===== config.mk =====
export PLATFORM = sky130hd
export DESIGN_NAME = audio_sample_ctrl
export DESIGN_NICKNAME = d
export VERILOG_FILES = /design/src/rtl/audio_sample_ctrl.sv
export SDC_FILE = /design/constraint.sdc
export NUM_CORES = 1
export LEC_CHECK = 0
export ABC_AREA = 0
export BUFFER_PORTS_ARGS = -buffer_cell sky130_fd_sc_hd__buf_2
export CORE_UTILIZATION = 50
export DETAILED_ROUTE_END_ITERATION = 16
export PLACE_DENSITY = 0.81
export SKIP_LAST_GASP = 1
export SLEW_MARGIN = 0
export SYNTH_ARGS = -nofsm -noshare
export SYNTH_HDL_FRONTEND = slang
export SYNTH_SLANG_ARGS = --single-unit

===== constraint.sdc =====
create_clock -name Clk -period 3.9 [get_ports Clk]
set_input_delay 0.78 -clock Clk [delete_from_list [all_inputs] [get_ports Clk]]
set_output_delay 0.78 -clock Clk [all_outputs]
set_load 0.02 [all_outputs]

===== src/rtl/audio_sample_ctrl.sv =====
// Sample-memory controller for a record/playback audio path: captures ADC samples,
// plays them back to the DAC, and seeks forward/backward through the recording.
module audio_sample_ctrl #(
  parameter int ADDR_W   = 16,
  parameter int DATA_W   = 8,
  parameter int SKIP     = 4,
  parameter int STEP_DIV = 6250
) (
  input  logic              Clk,
  input  logic              Rst_n,
  input  logic [2:0]        State,
  input  logic              ClkAD,
  input  logic              ClkDA,
  input  logic [DATA_W-1:0] AdData,
  output logic [ADDR_W-1:0] MemAddr,
  output logic [DATA_W-1:0] MemWData,
  output logic              MemWe,
  input  logic [DATA_W-1:0] MemRData,
  output logic [DATA_W-1:0] DaData,
  output logic [ADDR_W-1:0] RecLen,
  output logic              Full,
  output logic              PlayEnd
);

  localparam logic [2:0] MODE_REC  = 3'b001;
  localparam logic [2:0] MODE_PLAY = 3'b100;
  localparam logic [2:0] MODE_FF   = 3'b110;
  localparam logic [2:0] MODE_REW  = 3'b111;

  localparam int                CNT_W     = (STEP_DIV > 1) ? $clog2(STEP_DIV) : 1;
  localparam logic [CNT_W-1:0]  STEP_LAST = CNT_W'(STEP_DIV - 1);
  localparam logic [ADDR_W-1:0] MAX_LEN   = '1;
  localparam logic [ADDR_W:0]   SKIP_X    = (ADDR_W + 1)'(SKIP);
  localparam logic [DATA_W-1:0] MIDSCALE  = {1'b1, {(DATA_W - 1){1'b0}}};

  logic [1:0]        ad_sync, da_sync;
  logic              ad_last, da_last;
  logic              ad_tick, da_tick;
  logic [2:0]        prev_state;
  logic [ADDR_W-1:0] wr_ptr, rd_ptr;
  logic [CNT_W-1:0]  step_cnt;
  logic              rd_v1, rd_v2;

  logic              is_rec, is_play, is_seek, rec_entry, play_entry;
  logic [ADDR_W-1:0] wr_base, len_base, wr_next, rd_base, ff_ptr, rew_ptr;
  logic [ADDR_W:0]   ff_sum;

  assign ad_tick = ad_sync[1] & ~ad_last;
  assign da_tick = da_sync[1] & ~da_last;

  // Entry effects are folded into the base values so a tick arriving on the
  // same edge as a mode change is served by the new mode.
  // NOTE: every always_comb output gets a value on every path, so no latches.
  always_comb begin
    is_rec     = (State == MODE_REC);
    is_play    = (State == MODE_PLAY);
    is_seek    = (State == MODE_FF) || (State == MODE_REW);
    rec_entry  = is_rec && (prev_state != MODE_REC);
    play_entry = is_play && (prev_state != MODE_PLAY);
    wr_base    = rec_entry ? '0 : wr_ptr;
    len_base   = rec_entry ? '0 : RecLen;
    wr_next    = wr_base + 1'b1;
    rd_base    = (play_entry && prev_state != MODE_FF && prev_state != MODE_REW) ? '0 : rd_ptr;
    // One extra bit so seeking saturates instead of wrapping.
    ff_sum     = {1'b0, rd_ptr} + SKIP_X;
    ff_ptr     = (ff_sum > {1'b0, RecLen}) ? RecLen : ff_sum[ADDR_W-1:0];
    rew_ptr    = ({1'b0, rd_ptr} < SKIP_X) ? '0 : rd_ptr - SKIP_X[ADDR_W-1:0];
  end

  // NOTE: sequential state uses non-blocking assignments only; later
  // assignments in the block intentionally override earlier defaults.
  always_ff @(posedge Clk) begin
    if (!Rst_n) begin
      ad_sync    <= '0;
      da_sync    <= '0;
      ad_last    <= 1'b0;
      da_last    <= 1'b0;
      prev_state <= '0;
      wr_ptr     <= '0;
      rd_ptr     <= '0;
      step_cnt   <= '0;
      rd_v1      <= 1'b0;
      rd_v2      <= 1'b0;
      MemAddr    <= '0;
      MemWData   <= '0;
      MemWe      <= 1'b0;
      DaData     <= MIDSCALE;
      RecLen     <= '0;
      Full       <= 1'b0;
      PlayEnd    <= 1'b0;
    end else begin
      ad_sync    <= {ad_sync[0], ClkAD};
      da_sync    <= {da_sync[0], ClkDA};
      ad_last    <= ad_sync[1];
      da_last    <= da_sync[1];
      prev_state <= State;
      MemWe      <= 1'b0;
      rd_v1      <= 1'b0;
      rd_v2      <= rd_v1;
      if (!is_seek) step_cnt <= '0;
      if (!is_play) PlayEnd <= 1'b0;

      if (is_rec) begin
        DaData <= MIDSCALE;
        if (rec_entry) begin
          wr_ptr <= '0;
          RecLen <= '0;
          rd_ptr <= '0;
          Full   <= 1'b0;
        end
        if (ad_tick && len_base != MAX_LEN) begin
          MemAddr  <= wr_base;
          MemWData <= AdData;
          MemWe    <= 1'b1;
          wr_ptr   <= wr_next;
          RecLen   <= wr_next;
          if (wr_next == MAX_LEN) Full <= 1'b1;
        end
      end else if (is_play) begin
        if (play_entry) begin
          rd_ptr  <= rd_base;
          PlayEnd <= 1'b0;
        end
        // Read data lands two edges after the address is issued.
        if (rd_v2) DaData <= MemRData;
        if (da_tick) begin
          if (rd_base < RecLen) begin
            MemAddr <= rd_base;
            rd_ptr  <= rd_base + 1'b1;
            rd_v1   <= 1'b1;
          end else begin
            PlayEnd <= 1'b1;
            DaData  <= MIDSCALE;
          end
        end
      end else if (is_seek) begin
        DaData <= MIDSCALE;
        if (step_cnt == STEP_LAST) begin
          step_cnt <= '0;
          rd_ptr   <= (State == MODE_FF) ? ff_ptr : rew_ptr;
        end else begin
          step_cnt <= step_cnt + 1'b1;
        end
      end else begin
        DaData <= MIDSCALE;
      end
    end
  end

endmodule


==> impl_summary.log, run 1 <==
INFO  metric status = complete, no violations
INFO  metric root_buffer = sky130_fd_sc_hd__clkbuf_16
INFO  metric dr.pass1.iters = 8
INFO  metric ios = between 70 and 80
INFO  metric critical_path_arrival = 3990 ps
INFO  metric synth_nets = 946
INFO  metric die_width = 120 µm
INFO  metric skew = ~13 ps
INFO  metric unrepaired_setup_endpoints_after_global_routing = false
INFO  metric synth_enable_flop_cells = 0
INFO  metric synthDistinctLibCells = between 60 and 70
INFO  metric path_type_of_the_worst_setup_path = primary input to flip-flop
INFO  metric cts_hold_repair.buffers = 0
INFO  metric aggregate_routed_wire_length = 21,500 µm
INFO  metric fillcell_total = 1,198
INFO  metric fraction_of_the_cycle_the_final_worst_path_needs = between 90 and 100%
INFO  metric total_die_area = roughly 14,000 µm²
INFO  metric tightest_slew = 889 ps
INFO  metric wire_per_inst = 18.4 µm
INFO  metric cell_rows = 42
INFO  metric grt_first_pass_wirelength = roughly 34,000 µm
INFO  metric gr-total-overflow = 0
INFO  metric number_of_synthesis_warnings = 0
INFO  metric worstPathMaxFanout = 7
INFO  metric die_height = 120 µm
INFO  metric cts_tree = yes
INFO  metric sequential_to_total_area_share_from_yosys_stat = 31.0%
INFO  metric final_antenna_net_count = 0
INFO  metric endpoint_kind = flip-flop
INFO  metric ys_async_sr_fraction = 0%
INFO  metric mostFrequentLayoutCell = sky130_fd_sc_hd__dfxtp_1
INFO  metric maximum_number_of_pins_on_one_net_before_global_route_repair = 68
INFO  metric gp_routability_congestion = 1.00
INFO  metric timing_hold_violations_final = 0
INFO  metric synthFlopType = sky130_fd_sc_hd__dfxtp_1
INFO  metric coreArea = between 10,000 and 15,000 µm²
INFO  metric worst-endpoint-required = 4160 ps
INFO  metric dr.first_iter.drc_count = 711
INFO  metric timing_max_transition_violations_final = 0
INFO  metric antenna_cells_inserted = 0
INFO  metric synthesis.instances = 886
INFO  metric cell_count_of_the_worst_hold_path = 1
INFO  metric setup.worst_path.start_class = primary input
INFO  metric synth.avg_cell_area = between 7 and 8 µm²
INFO  metric hold_path_startpoint = da_sync[0]
INFO  metric critical_path.reg2reg.endpoint = rd_ptr[15]
INFO  metric worstHoldPathType = flip-flop to flip-flop
INFO  metric crit-reg2reg-launch = rd_ptr[5]
INFO  metric power.total = 4900 µW
INFO  metric detail_route.vias_per_cell = around 6.1
INFO  metric port-buffer-count = 73
INFO  metric route.detailed.drc = 0
INFO  metric htree_levels = 3
INFO  metric max-clock-path-buffers = 2
INFO  metric flow.area_growth_from_synthesis = 19.5%
INFO  metric synth_area = 6900 µm²
INFO  metric numClockSinks = ~110
INFO  metric clock_latency = 370 ps
INFO  metric detailroute.via_count = approximately 7,200
INFO  metric clk_pin_slew = 80 ps
INFO  metric max_cap_viol = 0
INFO  metric timing.reg2reg.worst_path_depth = 13
INFO  metric drive_above_1_share = 20.8%
INFO  metric grt_use_total = 30.5%
INFO  metric start_util = 51.7%
INFO  metric cts_buf_count = 9
INFO  metric max-slew-margin-rel = 40.2%
INFO  metric final_util = about three fifths
INFO  metric cellLeakagePower = around 0.0035 µW
INFO  metric via_count_of_the_first_global_routing_pass = around 6,700
INFO  metric finalWorstPathRequiredPeriod = 3730 ps
INFO  metric layout.nets = about 1,000
INFO  metric layout.cells.most_common_list = 107 x sky130_fd_sc_hd__dfxtp_1, 91 x sky130_fd_sc_hd__nand2_1, 82 x sky130_fd_sc_hd__buf_4, 73 x sky130_fd_sc_hd__buf_2, 56 x sky130_fd_sc_hd__nor2_1
INFO  metric place.detailed.hpwl = about 16,000 µm
INFO  metric antenna_violations_before_repair = 0
INFO  metric hold_crit_endpoint = da_sync[1]
INFO  metric max_vdd_drop = 0.000497 V
INFO  metric reg2reg_setup_slack = roughly 210 ps
INFO  metric power_density_cells = 595 nW/µm²
INFO  metric fmaxAchievable = between 200 and 300 MHz
INFO  metric synth.ff_latch_count = 107
INFO  metric setup-violations-final = 0
[Yosys cell counts, types with 3 or more instances]
cell type | count | share of area, %
sky130_fd_sc_hd__a211oi_1 | 6 | 0.65
sky130_fd_sc_hd__a21boi_0 | 15 | 1.6
sky130_fd_sc_hd__a21o_1 | 6 | 0.65
sky130_fd_sc_hd__a21oi_1 | 52 | 3.8
sky130_fd_sc_hd__a22o_1 | 4 | 0.51
sky130_fd_sc_hd__a22oi_1 | 5 | 0.54
sky130_fd_sc_hd__a311o_1 | 4 | 0.58
sky130_fd_sc_hd__a31o_2 | 3 | 0.38
sky130_fd_sc_hd__a31oi_1 | 9 | 0.82
sky130_fd_sc_hd__a32o_1 | 4 | 0.58
sky130_fd_sc_hd__and2_0 | 3 | 0.27
sky130_fd_sc_hd__and2_1 | 27 | 2.4
sky130_fd_sc_hd__and3_1 | 12 | 1.1
sky130_fd_sc_hd__and4_1 | 3 | 0.38
sky130_fd_sc_hd__buf_2 | 11 | 0.80
sky130_fd_sc_hd__clkbuf_1 | 49 | 2.7
sky130_fd_sc_hd__dfxtp_1 | 107 | 31
sky130_fd_sc_hd__ha_1 | 37 | 6.7
sky130_fd_sc_hd__inv_1 | 38 | 2.1
sky130_fd_sc_hd__mux2_2 | 3 | 0.49
sky130_fd_sc_hd__mux2i_1 | 10 | 1.4
sky130_fd_sc_hd__nand2_1 | 95 | 5.2
sky130_fd_sc_hd__nand2b_1 | 5 | 0.45
sky130_fd_sc_hd__nand3_1 | 45 | 3.3
sky130_fd_sc_hd__nand4_1 | 21 | 1.9
sky130_fd_sc_hd__nor2_1 | 57 | 3.1
sky130_fd_sc_hd__nor2b_1 | 23 | 2.1
sky130_fd_sc_hd__nor3_1 | 29 | 2.1
sky130_fd_sc_hd__nor4_1 | 9 | 0.82
sky130_fd_sc_hd__o211a_1 | 16 | 2.3
sky130_fd_sc_hd__o211ai_1 | 18 | 2.0
sky130_fd_sc_hd__o21a_1 | 6 | 0.65
sky130_fd_sc_hd__o21ai_0 | 39 | 2.8
sky130_fd_sc_hd__o21ai_1 | 3 | 0.22
sky130_fd_sc_hd__o22ai_1 | 7 | 0.63
sky130_fd_sc_hd__o31ai_1 | 6 | 0.65
sky130_fd_sc_hd__or2_2 | 6 | 0.54
sky130_fd_sc_hd__or3_1 | 9 | 0.82
sky130_fd_sc_hd__or4_1 | 3 | 0.33
sky130_fd_sc_hd__xnor2_1 | 27 | 3.4
sky130_fd_sc_hd__xor2_1 | 20 | 2.5
[sequential cells by signal, summed over array words and instances (netlist names), 2 cells and up]
name and flops:
step_cnt 13, MemAddr 16, prev_state 3, rd_ptr 16, da_sync 2, RecLen 16
DaData 8, ad_sync 2, wr_ptr 16, MemWData 8
[stage by stage]
stage               cell area, µm²  hold slack [ps]  TNS [ps]  setup slack (ps)  cells
finish                        8250              450         0               174   1170
global route                  8250              466         0              10.5   1170
CTS                           8210              452         0              23.4   1169
detailed placement            7900              428     -1790              -155   1151
global placement              7900              413      -704             -87.7   1151
floorplan                     6990              412     -25.3             -25.3    886
[layout make-up]
type                    count  area (µm²)  area share, %
inverters                  38         143           1.73
well taps                 176         220           2.67
clock buffers              11         243           2.94
multi-input cells         677        4450           54.0
repair buffers            156        1000           12.1
clock inverters             5        45.0          0.546
flip-flops and latches    107        2140           26.0
[cells by family (layout without fill, tap and decap cells)]
group                      count (synthesis)  in the layout  synth area share, %
AOI/OAI and AO/OA                        221            221                 22.1
xor gates and xnor gates                  47             47                 5.96
adders and majority gates                 37             37                 6.71
buffers and inverters                    102            210                 5.87
DFF                                      107            107                 31.0
muxes                                     13             13                 1.94
and+or+nand+nor                          359            359                 26.4
[critical path, stage by stage]
cell and delay (ps):
sky130_fd_sc_hd__buf_2 100, sky130_fd_sc_hd__or3b_1 420, sky130_fd_sc_hd__a21o_1 280, sky130_fd_sc_hd__buf_4 190
sky130_fd_sc_hd__and2_1 190, sky130_fd_sc_hd__ha_1 290, sky130_fd_sc_hd__nand2_1 90, sky130_fd_sc_hd__o21ai_0 120
sky130_fd_sc_hd__a221oi_2 320, sky130_fd_sc_hd__nor2b_1 170, sky130_fd_sc_hd__buf_4 150, sky130_fd_sc_hd__nand2_4 60
sky130_fd_sc_hd__a21oi_1 140, sky130_fd_sc_hd__or4b_1 450, sky130_fd_sc_hd__a32o_1 230
[repair_timing]
action                     in CTS  in global routing
setup endpoints to repair       2                 16
gates resized for setup         1                  6
pin swaps                       1                  0
setup buffers                   2                  1
[where the power goes]
| group | switching (µW) | total (µW) | internal, µW |
|---|---|---|---|
| clock | 433 | 894 | 460 |
| sequential | 43.1 | 1190 | 1150 |
| combinational | 1600 | 2820 | 1210 |
[how the worst max path moves through the flow]
stage	slack, ps	end	startpoint	depth (start not counted)
3_5_place_dp	-160	rd_ptr[15]	State[0]	15
5_1_grt	10	rd_ptr[15]	rd_ptr[7]	13
2_1_floorplan	-30	rd_ptr[15]	State[0]	16
4_1_cts	20	rd_ptr[15]	rd_ptr[3]	14
3_3_place_gp	-90	rd_ptr[15]	State[0]	15
6_report	170	rd_ptr[15]	State[0]	15
[routing by layer]
layer | GRT usage (%) | vias to the layer above | share of wire, %
met5 | 0 | - | 0
met4 | 15.4 | 0 | 3.9
met3 | 7.56 | 71 | 9.0
met2 | 46.4 | 386 | 44
met1 | 40.1 | 3328 | 43
li1 | - | 3368 | -
Power figures use the tool's default switching activity.
==> run 2, diff against run 1 <==
--- a/config.mk
+++ b/config.mk
@@ -9,7 +9,7 @@
 export BUFFER_PORTS_ARGS = -buffer_cell sky130_fd_sc_hd__buf_2
 export CORE_UTILIZATION = 50
 export DETAILED_ROUTE_END_ITERATION = 16
-export PLACE_DENSITY = 0.81
+export PLACE_DENSITY_LB_ADDON = 0.1
 export SKIP_LAST_GASP = 1
 export SLEW_MARGIN = 0
 export SYNTH_ARGS = -nofsm -noshare
==> run 2 against run 1 <==
Wire length up 3.9%. Design area up 1.0%. Clock skew down 1.0 ps. Maximum frequency down 1.7%. Core utilization up 0.62 points. Hold slack worse by 12 ps. Critical path type is now flip-flop to flip-flop.
==> impl_summary.log, run 2 (same netlist as run 1, synthesis figures left out) <==
INFO  metric antenna_violations_before_repair = 0
INFO  metric worst-endpoint-required = 4160 ps
INFO  metric met2RoutedLength = ~10,000 µm
INFO  metric flow.area_growth_from_synthesis = 20.7%
INFO  metric endpoint_kind = flip-flop
INFO  metric hold_slack = around 440 ps
INFO  metric power_density_cells = 604 nW/µm²
INFO  metric wire_per_inst = between 15 and 20 µm
INFO  metric max_cap_viol = 0
INFO  metric finalInstanceArea = approximately 8300 µm²
INFO  metric timing_max_transition_violations_final = 0
INFO  metric clock_latency = 370 ps
INFO  metric setup-violations-final = 0
INFO  metric route.top_layer_used = met4
INFO  metric cts_hold_repair.buffers = 0
INFO  metric port-buffer-count = 73
INFO  metric setup.worst_path.start_class = flip-flop
INFO  metric cellLeakagePower = 0.00352 µW
INFO  metric route.detailed.drc = 0
INFO  metric max-slew-margin-rel = 37.2%
INFO  metric m1WireLength = 9940 µm
INFO  metric die_height = 120 µm
INFO  metric place_ws = -188 ps
INFO  metric grt_use_total = about a third
INFO  metric place_area = 7940 µm²
INFO  metric fillcell_total = 1,210
INFO  metric gp_routability_congestion = 0.984
INFO  metric aggregate_routed_wire_length = 22,300 µm
INFO  metric place.detailed.hpwl = 16,800 µm
INFO  metric mostFrequentLayoutCell = sky130_fd_sc_hd__dfxtp_1
INFO  metric worstPathMaxFanout = 3
INFO  metric numClockSinks = 107
INFO  metric tightest_slew = about 940 ps
INFO  metric detail_route.vias_per_cell = approximately 6.0
INFO  metric dr.first_iter.drc_count = 772
INFO  metric detailroute.via_count = 7,032
INFO  metric fmaxAchievable = 264 MHz
INFO  metric start_util = 51.7%
INFO  metric maximum_number_of_pins_on_one_net_before_global_route_repair = 73
INFO  metric cell_rows = 42
INFO  metric ios = 74
INFO  metric setup-tns-final = 0 ps
INFO  metric die_width = 120 µm
INFO  metric finalWorstPathRequiredPeriod = 3790 ps
INFO  metric timing_hold_violations_final = 0
INFO  metric coreArea = ~13,000 µm²
INFO  metric worst_case_setup_margin_in_the_final_layout = roughly 110 ps
INFO  metric final_antenna_net_count = 0
INFO  metric drive_above_1_share = a little over a fifth
INFO  metric via_count_of_the_first_global_routing_pass = 6,682
INFO  metric critical_path_arrival = 4050 ps
INFO  metric root_buffer = sky130_fd_sc_hd__clkbuf_16
INFO  metric unrepaired_setup_endpoints_after_global_routing = true
INFO  metric grt_first_pass_wirelength = between 30,000 and 40,000 µm
INFO  metric dr.pass1.iters = 5
INFO  metric antenna_cells_inserted = 0
INFO  metric final_util = a little over three fifths
INFO  metric clk_pin_slew = 70 ps
INFO  metric total_die_area = about 14,000 µm²
INFO  metric multi_input_comb_area = 4450 µm²
INFO  metric skew = about 12 ps
INFO  metric fraction_of_the_cycle_the_final_worst_path_needs = roughly 97%
INFO  metric max-clock-path-buffers = 2
INFO  metric area_occupied_by_registers = 2140 µm²
INFO  metric cts_tree = yes
INFO  metric gr-total-overflow = 0
INFO  metric status = complete, no violations
INFO  metric route.met3.wl = about 1600 µm
INFO  metric layout.cells.most_common_list = 107 x sky130_fd_sc_hd__dfxtp_1, 92 x sky130_fd_sc_hd__nand2_1, 87 x sky130_fd_sc_hd__buf_4, 73 x sky130_fd_sc_hd__buf_2, 57 x sky130_fd_sc_hd__nor2_1
INFO  metric worstHoldPathType = flip-flop to flip-flop
INFO  metric path_type_of_the_worst_setup_path = flip-flop to flip-flop
INFO  metric htree_levels = 3
INFO  metric max_vdd_drop = 0.000499 V
INFO  metric cts_buf_count = 9
INFO  metric layout.nets = 1,054
## run 2: through the flow
stage,power (µW),std cells
2_1_floorplan,3010,886
3_3_place_gp,3850,1156
3_5_place_dp,3880,1156
4_1_cts,4930,1174
5_1_grt,5350,1175
6_report,5030,1175
## run 2: what timing repair did
item                                    in CTS  in global routing
resized for setup                            1                  5
pin swaps                                    1                  3
buffers inserted                             2                  1
endpoints found under the setup margin       4                 13
## run 2: final cells by class
type | instances | share of cell area, %
Clock buffer | 10 | 2.75
Clock inverter | 6 | 1.29
Inverter | 38 | 1.71
Multi-Input combinational cell | 677 | 53.4
Sequential cell | 107 | 25.7
Tap cell | 176 | 2.64
Timing Repair Buffer | 161 | 12.5
## run 2: power by group
| part | switching (µW) | internal, µW | total (µW) |
|---|---|---|---|
| combinational | 1630 | 1180 | 2810 |
| sequential | 39.1 | 1150 | 1190 |
| clock | 450 | 579 | 1030 |
## run 2: layer usage
layer / vias to the layer above / GRT usage [%]
li1: 3384 / -
met1: 3315 / 42.5
met2: 272 / 50.1
met3: 61 / 6.46
met4: 0 / 14.6
met5: - / 0
## run 2: path summary, 6_finish.rpt
check,end,slack [ps],from,cells past startpoint
setup / recovery,rd_ptr[15],110,rd_ptr[7],14
hold / removal,da_sync[1],440,da_sync[0],1
setup reg to reg,rd_ptr[15],110,rd_ptr[7],14
hold reg to reg,da_sync[1],440,da_sync[0],1
## run 2: critical path: stages, from the launching register on
cell,delay (ps)
sky130_fd_sc_hd__dfxtp_1,330
sky130_fd_sc_hd__and4_1,210
sky130_fd_sc_hd__nand4_1,220
sky130_fd_sc_hd__buf_4,220
sky130_fd_sc_hd__nor2_1,120
sky130_fd_sc_hd__xor2_1,270
sky130_fd_sc_hd__ha_1,330
sky130_fd_sc_hd__a21oi_1,160
sky130_fd_sc_hd__nand2_1,60
sky130_fd_sc_hd__a2111o_1,450
sky130_fd_sc_hd__o31ai_4,260
sky130_fd_sc_hd__nand2_1,130
sky130_fd_sc_hd__mux2i_1,160
sky130_fd_sc_hd__or4b_1,540
sky130_fd_sc_hd__a32o_1,230
==> run 3, diff against run 2 <==
--- a/config.mk
+++ b/config.mk
@@ -7,7 +7,8 @@
 export LEC_CHECK = 0
 export ABC_AREA = 0
 export BUFFER_PORTS_ARGS = -buffer_cell sky130_fd_sc_hd__buf_2
-export CORE_UTILIZATION = 50
+export CORE_MARGIN = 2
+export CORE_UTILIZATION = 38
 export DETAILED_ROUTE_END_ITERATION = 16
 export PLACE_DENSITY_LB_ADDON = 0.1
 export SKIP_LAST_GASP = 1
==> run 3 against run 2 <==
Count of clock-buffer cells in the layout down 1. Power increased by 1.8%. Sequential power about the same. Sequential share of layout area shrank 0.34 points. Combinational power rose by 3%. Register-to-register slack is essentially flat. Maximum frequency up 0.11%. Final cell count rose by 5.2%. Wire length grew 7.1%. Via count fell by 2.0%. Non-clock buffer count rose by 8.
==> impl_summary.log, run 3 (same netlist as run 1, synthesis figures left out) <==
INFO  metric status = complete, no violations
INFO  metric critical_path_arrival = 4050 ps
INFO  metric gr-total-overflow = 0
INFO  metric layout.nets = 1,062
INFO  metric total_die_area = between 15,000 and 20,000 µm²
INFO  metric place.detailed.hpwl = approximately 18,000 µm
INFO  metric worstHoldPathType = flip-flop to flip-flop
INFO  metric finalWorstPathRequiredPeriod = approximately 3800 ps
INFO  metric dr.pass1.iters = 7
INFO  metric cell_rows = 49
INFO  metric htree_levels = 3
INFO  metric met2RoutedLength = 10,300 µm
INFO  metric flow.area_growth_from_synthesis = 22.3%
INFO  metric worst-endpoint-required = ~4200 ps
INFO  metric aggregate_routed_wire_length = approximately 24,000 µm
INFO  metric timing_hold_violations_final = 0
INFO  metric fraction_of_the_cycle_the_final_worst_path_needs = 97.0%
INFO  metric mostFrequentLayoutCell = sky130_fd_sc_hd__dfxtp_1
INFO  metric root_buffer = sky130_fd_sc_hd__clkbuf_16
INFO  metric drive_above_1_share = 21.7%
INFO  metric endpoint_kind = flip-flop
INFO  metric cts_buf_count = 9
INFO  metric setup-violations-final = 0
INFO  metric die_width = 139 µm
INFO  metric skew = between 10 and 15 ps
INFO  metric clk_pin_slew = 90 ps
INFO  metric timing_max_transition_violations_final = 0
INFO  metric dr.first_iter.drc_count = 533
INFO  metric ios = 74
INFO  metric m1WireLength = 11,800 µm
INFO  metric route.detailed.drc = 0
INFO  metric cellLeakagePower = 0.00355 µW
INFO  metric detailroute.via_count = 6,889
INFO  metric fmaxAchievable = 264 MHz
INFO  metric maximum_number_of_pins_on_one_net_before_global_route_repair = 51
INFO  metric numClockSinks = around 110
INFO  metric gp_routability_congestion = 0.942
INFO  metric setup.worst_path.start_class = flip-flop
INFO  metric grt_first_pass_wirelength = 37,300 µm
INFO  metric clock_latency = 370 ps
INFO  metric antenna_violations_before_repair = 0
INFO  metric worstPathMaxFanout = 3
INFO  metric via_count_of_the_first_global_routing_pass = 6,478
INFO  metric max-clock-path-buffers = 2
INFO  metric cell_count_of_the_worst_hold_path = 1
INFO  metric max_vdd_drop = 0.000360 V
INFO  metric tightest_slew = just under 900 ps
INFO  metric path_type_of_the_worst_setup_path = flip-flop to flip-flop
INFO  metric timing.reg2reg.worst_path_depth = 14
INFO  metric antenna_cells_inserted = 0
INFO  metric power.total = 5130 µW
INFO  metric route.top_layer_used = met4
INFO  metric grt_use_total = 24.5%
INFO  metric layout.cells.most_common_list = 107 x sky130_fd_sc_hd__dfxtp_1, 95 x sky130_fd_sc_hd__buf_4, 92 x sky130_fd_sc_hd__nand2_1, 73 x sky130_fd_sc_hd__buf_2, 56 x sky130_fd_sc_hd__nor2_1
INFO  metric die_height = about 140 µm
INFO  metric wire_per_inst = about 19 µm
INFO  metric detail_route.vias_per_cell = 5.57
INFO  metric cts_tree = yes
INFO  metric max-slew-margin-rel = 41.1%
INFO  metric final_antenna_net_count = 0
INFO  metric route.met3.wl = around 1300 µm
INFO  metric setup-tns-final = 0 ps
INFO  metric port-buffer-count = 73
INFO  metric coreArea = around 18,000 µm²
INFO  metric start_util = 38.6%
INFO  metric postCtsSetupBuffers = 0
INFO  metric power_density_cells = 607 nW/µm²
INFO  metric max_cap_viol = 0
## run 3: changes by cell type in the layout (fill, tap and decap cells not counted), sizes merged
cell / delta
buf: +8
clkbuf: -1
bufinv: -1
clkinv: -1
inv: +3
## run 3: final cells by class
| cell class | count | area [µm²] |
|---|---|---|
| Multi-Input combinational cell | 677 | 4440 |
| Fill cell | 1843 | 9460 |
| Tap cell | 229 | 287 |
| Sequential cell | 107 | 2140 |
| Inverter | 38 | 143 |
| Timing Repair Buffer | 169 | 1100 |
| Clock buffer | 9 | 225 |
| Clock inverter | 7 | 108 |
## run 3: power by group
group	total, µW	switching [µW]	leakage [µW]	internal (µW)
logic	2890	1640	0.00252	1250
clock network	1050	514	0.000163	532
registers	1190	43.1	0.000865	1150
total	5130	2190	0.00355	2930
## run 3: critical path, cell delays in order, from the launching register on
cell                       delay, ps
sky130_fd_sc_hd__dfxtp_1         340
sky130_fd_sc_hd__and4_1          230
sky130_fd_sc_hd__nand4_1         230
sky130_fd_sc_hd__buf_4           230
sky130_fd_sc_hd__nor2_1          120
sky130_fd_sc_hd__xor2_1          230
sky130_fd_sc_hd__ha_1            300
sky130_fd_sc_hd__a21oi_1         170
sky130_fd_sc_hd__nand2_1          70
sky130_fd_sc_hd__a2111o_1        460
sky130_fd_sc_hd__o31ai_4         260
sky130_fd_sc_hd__nand2_1         130
sky130_fd_sc_hd__mux2i_1         180
sky130_fd_sc_hd__or4b_1          530
sky130_fd_sc_hd__a32o_1          220
## run 3: path summary, 6_finish.rpt
| check | slack [ps] | startpoint | endpoint |
|---|---|---|---|
| max | 120 | rd_ptr[5] | rd_ptr[15] |
| max reg2reg | 120 | rd_ptr[5] | rd_ptr[15] |
| min | 440 | ad_sync[0] | ad_sync[1] |
| min reg2reg | 440 | ad_sync[0] | ad_sync[1] |
## run 3: what timing repair did
| action | 4_1_cts | 5_1_grt |
|---|---|---|
| endpoints found under the setup margin | 0 | 5 |
| hold buffers | 0 | 0 |
| resized for setup | 0 | 4 |
## run 3: layer usage
metal | up-vias | global-route usage, %
met5 | - | 0
met4 | 0 | 7.18
met3 | 39 | 5.01
met2 | 203 | 36.3
met1 | 3252 | 35.8
li1 | 3395 | -
## run 3: stage by stage
stage,hold WS (ps),cell area (µm²),instances,utilization (%),setup WS [ps]
6_report,443,8440,1236,47.2,116
5_1_grt,472,8440,1236,47.2,-0.263
4_1_cts,445,8420,1236,47.0,76.7
3_5_place_dp,425,8090,1220,45.2,-218
3_3_place_gp,417,8090,1220,45.2,-172
2_1_floorplan,412,6990,886,-,-25.3
